--- config.mk ---
export PLATFORM = sky130hd
export DESIGN_NAME = fifo_demux_buf
export DESIGN_NICKNAME = d
export VERILOG_FILES = /design/src/rtl/fifo_demux_buf.sv
export SDC_FILE = /design/constraint.sdc
export NUM_CORES = 1
export LEC_CHECK = 0
export ABC_AREA = 1
export ABC_CLOCK_PERIOD_IN_PS = 3800
export BUFFER_PORTS_ARGS = -buffer_cell sky130_fd_sc_hd__buf_2
export CORE_ASPECT_RATIO = 1.4
export CORE_MARGIN = 2
export CORE_UTILIZATION = 41
export DETAILED_ROUTE_END_ITERATION = 8
export GPL_TIMING_DRIVEN = 0
export PLACE_DENSITY = 0.53
export SLEW_MARGIN = 20
export SYNTH_ARGS = -nofsm -noshare
export SYNTH_HDL_FRONTEND = slang
export SYNTH_SLANG_ARGS = --single-unit
--- constraint.sdc ---
create_clock -name clk -period 3.8 [get_ports clk]
set_input_delay 0.76 -clock clk [delete_from_list [all_inputs] [get_ports clk]]
set_output_delay 0.76 -clock clk [all_outputs]
set_load 0.01 [all_outputs]
--- src/rtl/fifo_demux_buf.sv ---
// Show-ahead FIFO: one-hot write demux into entry registers, pointer-indexed read mux.
// Define FIFO_ERR_FLAG_EN to add sticky overflow/underflow flags on o_err.
module fifo_demux_buf #(
  parameter int unsigned bw     = 8,
  parameter int unsigned depth  = 16,
  parameter int unsigned ptr_bw = 4
) (
  input  logic          clk,
  input  logic          reset,
  input  logic [bw-1:0] in,
  input  logic          wr,
  input  logic          rd,
  output logic [bw-1:0] out,
  output logic          o_full,
  output logic          o_empty
`ifdef FIFO_ERR_FLAG_EN
  ,
  output logic [1:0]    o_err
`endif
);

  localparam int unsigned pw = ptr_bw + 1;

  logic [pw-1:0]    wr_ptr;
  logic [pw-1:0]    rd_ptr;
  logic [bw-1:0]    q [depth];
  logic [depth-1:0] wr_sel;
  logic             push_ok;
  logic             pop_ok;

  // Flags come only from registered pointers; the MSB is the wrap bit.
  assign o_empty = (wr_ptr == rd_ptr);
  assign o_full  = (wr_ptr[ptr_bw-1:0] == rd_ptr[ptr_bw-1:0]) &&
                   (wr_ptr[ptr_bw] != rd_ptr[ptr_bw]);

  // A full FIFO still takes a push when a pop frees the head slot this cycle.
  assign push_ok = wr & (~o_full | rd);
  assign pop_ok  = rd & ~o_empty;

  // One-hot write demux: at most one entry loads per push.
  always_comb begin
    wr_sel = '0;
    wr_sel[wr_ptr[ptr_bw-1:0]] = push_ok;
  end

  always_ff @(posedge clk or negedge reset) begin
    if (!reset) begin
      for (int i = 0; i < int'(depth); i++) q[i] <= '0;
    end else begin
      for (int i = 0; i < int'(depth); i++) begin
        if (wr_sel[i]) q[i] <= in;
      end
    end
  end

  always_ff @(posedge clk or negedge reset) begin
    if (!reset) begin
      wr_ptr <= '0;
      rd_ptr <= '0;
    end else begin
      if (push_ok) wr_ptr <= wr_ptr + pw'(1);
      if (pop_ok)  rd_ptr <= rd_ptr + pw'(1);
    end
  end

  // Show-ahead head word; stale when empty.
  assign out = q[rd_ptr[ptr_bw-1:0]];

`ifdef FIFO_ERR_FLAG_EN
  // Sticky: [0] write dropped while full, [1] read while empty.
  always_ff @(posedge clk or negedge reset) begin
    if (!reset) begin
      o_err <= 2'b00;
    end else begin
      if (wr & o_full & ~rd) o_err[0] <= 1'b1;
      if (rd & o_empty)      o_err[1] <= 1'b1;
    end
  end
`endif

endmodule
# Word level (Yosys, flattened, before mapping)
# Index checks and enable logic that the tools add are counted.
[word_totals]
ff_bits = 138
inputBits = 12
output_inout_bits = 10
elab_cells = 40
[op_classes]
n_addsub = 2
order_cmp = 3
n_eq_ne = 3
n_mux = 5
bitwise = 7
n_reduce_logical = 2
[op_table]
columns = ["op", "n"]
rows = [
  ["8-bit binary-select mux with 4-bit select", 1],
  ["16-bit bitwise AND", 1],
  ["8-bit 2-to-1 mux", 2],
  ["5-bit by 1-bit adder with 5-bit output (second input constant)", 2],
  ["5-bit == test", 1],
  ["5-bit >= comparator (second input constant)", 1],
  ["4-bit by 5-bit < comparator with 1-bit output (second input constant)", 1],
  ["4-bit NOT with 5-bit output", 1],
  ["1-bit demux with 4-bit select", 1],
  ["4-bit == test", 1],
  ["4-bit by 1-bit >= comparator with 1-bit output (second input constant)", 1],
  ["1-bit bitwise AND", 2],
  ["1-bit logical AND", 2],
  ["1-bit NOT", 2],
  ["1-bit 2-to-1 mux", 1],
  ["1-bit inequality test", 1],
  ["1-bit OR", 1],
]

# Depth between registers and ports, before layout
[logic_depth]
depth_word = 6
mapped_depth = 10
ltp_nobuf = 8

# Worst setup path after synthesis
# No wires, ideal clock.
[synth_timing]
path_kind = "reg-to-output"
startpoint = "reg rd_ptr[0]"
endpoint = "out out[0]"
arrival_ns = 1.328
required_time_ns = 3.040
path_slack_ns = 1.712
stages_incl_launch_ff = 8
path_buffers = 2
cell_sequence = "dfrtp_1 inv_1 buf_2 buf_1 nor2_1 o22ai_1 nand2_1 nand3_1"
[synth_via]
elab_chain_cells = 4
[synth_lines]
columns = ["element", "line_no", "text"]
rows = [
  ["start, declared", "25", "logic [pw-1:0] rd_ptr;"],
  ["start signal, assigned", "62", "if (pop_ok) rd_ptr <= rd_ptr + pw'(1);"],
  ["4-bit NOT with 5-bit output (implied by the code)", "67", "assign out = q[rd_ptr[ptr_bw-1:0]];"],
  ["8-bit binary-select mux with 4-bit select", "67", ""],
  ["8-bit 2-to-1 mux (implied by the code) (2 in series)", "67", ""],
  ["end, declared", "13", "output logic [bw-1:0] out,"],
]
# Every way passes these cells. The select of a mux whose other input is x is not followed.

# Final worst setup path
[layout_timing]
startpoint = "reg rd_ptr[0]"
endpoint = "out out[3]"
# Same word-level chain as after synthesis.

==> metrics <==
status finished clean; Routed WL per cell 21.54 um; post_cts resized 0; Die Wd 116.2 um; Remaining Overflow, GRT 0; peak supply drop 519.7 uV; total leakage power 3.979 nW; first-pass GRT wire length 40040 um; most frequent cells in the layout nand2_1 (306), dfrtp_1 (138), nand4_1 (128); post-synthesis sequential area ratio 47.80%; Final Instance Area 8220 um^2; dpl hpwl 17640 um; ANT nets after route 0; # Max-Cap Violations 0; pin count of the biggest net entering global routing 77; Worst setup EP type output pin; port bufs 13; fin crit period 3342 ps; Slew headroom 37.34%; Critical Path Fanout Max 10; Synth Area per Inst 7.896 um^2; FP Rows 57; Yosys warnings 0; final period utilization 87.94%; Nets 965; initial DRC count 682; clk sinks 138; Critical Setup Path Class register to output pin; Yosys cell types 23; fin util 47.43%; Antenna diodes 0; Post-Syn Nets 932; Max Slew Vio Count 0; mapped cell area 7224 um^2; DRC 0; drt pass-1 iters 8; PD cells 859.3 nW/um^2; Vias 6774; initial antenna violation count 0; Critical Path AT 2580 ps; Post-Route WL 25780 um; Worst-Margin Slew 936.5 ps; via/cell ratio 5.659; GRT Total Usage 28.78%; Worst R2R Setup Slack 1460 ps; cell count after synthesis 915; CTS tree built; Die ar. 18710 um^2; Die Span Y 161.1 um; Max clock buf depth 2; CORE AREA 17330 um^2; initial cell density of the core 41.69%; Max Freq 0.2992 GHz; RePlAce Congestion 0.9247; RSZ-0062 raised after global routing false; number of global-route vias before repair 6641; commonest non-fill, non-tap cell in the layout nand2_1; clk_lat worst skew 440 ps; fillers 1802; Hold Buf Count CTS 0; I/O Pins 22; fraction of layout cells with a size suffix above 1 9.261%; total negative slack 0 ps; Reg clk slew, reported paths 60 ps; htree depth 4; area grow syn2layout 13.79%; post-synthesis register bit count 138; Min-Delay Path Class primary input to asynchronous set/reset pin; final-report setup violation count 0; root cell of the clock tree clkbuf_16; endpoints failing hold 0; Final Skew 14.16 ps; Placed Area 7622 um^2; Inserted Clock Buffers 17; CP Launch Type register; Power Total 7.064 mW; Critical Path RT 3040 ps; postcts setup bufs 0
## layout make-up
type / instances / area (um^2) / area share, %
flip-flops and latches: 138 / 3453 / 42.01
multi-input cells: 690 / 3318 / 40.37
clock buffers: 18 / 439.2 / 5.342
plain buffers: 71 / 392.9 / 4.779
well taps: 236 / 295.3 / 3.592
clock inverters: 14 / 158.9 / 1.933
repair buffers: 14 / 102.6 / 1.248
inverters: 16 / 60.06 / 0.7306
## flip-flops by register name, summed over array words and instances, names as in the netlist
name	flops
wr_ptr	5
q	128
rd_ptr	5
## through the flow
| stage | cells | hold slack (ps) | setup slack [ps] |
|---|---|---|---|
| after floorplan | 915 | 436.6 | 1712 |
| after global placement | 1164 | 447.9 | -239.7 |
| after detailed placement | 1165 | 453.1 | 930.3 |
| after CTS | 1197 | 293.0 | 464.9 |
| after global routing | 1197 | 308.0 | 340.3 |
| final | 1197 | 270.0 | 458.3 |
## path summary, 6_finish.rpt
check                                            from            endpoint  cells past startpoint
max in group asynchronous                       reset   q[97]$_DFFE_PN0P_                      2
worst max-delay path            rd_ptr[0]$_DFFE_PN0P_              out[3]                      7
worst min register to register      q[81]$_DFFE_PN0P_   q[81]$_DFFE_PN0P_                      2
worst min-delay path                            reset   q[85]$_DFFE_PN0P_                      1
worst max register to register  wr_ptr[0]$_DFFE_PN0P_  q[126]$_DFFE_PN0P_                      7
min in group clk                    q[81]$_DFFE_PN0P_   q[81]$_DFFE_PN0P_                      2
## layer usage
layer	routed length [um]	GRT usage [%]	vias up
met2	12860	48.03	226
li1	-	-	3196
met1	11040	38.25	3309
met4	662	9.578	0
met5	0	0	-
met3	1225	4.165	43
## where the power goes
| part | switching (mW) | internal, mW | leakage, nW |
|---|---|---|---|
| registers | 0.386 | 2.08 | 1.78 |
| logic | 1.97 | 0.915 | 1.92 |
| clock network | 0.712 | 0.995 | 0.277 |
## cells in the mapped netlist (all sizes together)
| library cell | number | area (um^2) |
|---|---|---|
| nor2 | 101 | 386.6 |
| o211ai | 16 | 120.1 |
| xnor2 | 3 | 26.28 |
| dfrtp | 138 | 3453 |
| o21ai | 66 | 330.3 |
| clkbuf | 30 | 112.6 |
| nand2 | 307 | 1155 |
| o22ai | 16 | 100.1 |
| buf | 41 | 280.3 |
| inv | 15 | 56.30 |
| a21oi | 1 | 5.000 |
| nand4 | 129 | 813.3 |
| xor2 | 5 | 43.79 |
| ha | 5 | 62.56 |
| clkinv | 1 | 3.750 |
| nand3 | 41 | 275.3 |
## cells by family (layout without fill, tap and decap cells)
kind of cell	Yosys count	count (layout)	synth area share, %
adder cells (fa/ha/maj)	5	5	0.8660
flip-flops	138	138	47.80
XOR/XNOR	8	8	0.9699
buffers and inverters	87	133	6.269
AO/OA/AOI/OAI	99	99	7.690
AND/OR/NAND/NOR	578	578	36.40
## critical path: stages (launching register included)
cell	delay, ps
dfrtp_1	430
buf_2	280
clkbuf_1	420
o21ai_0	230
o211ai_1	280
nand3_1	220
nand3_1	150
buf_2	140
Note: power is estimated with default switching activity, not from simulation.
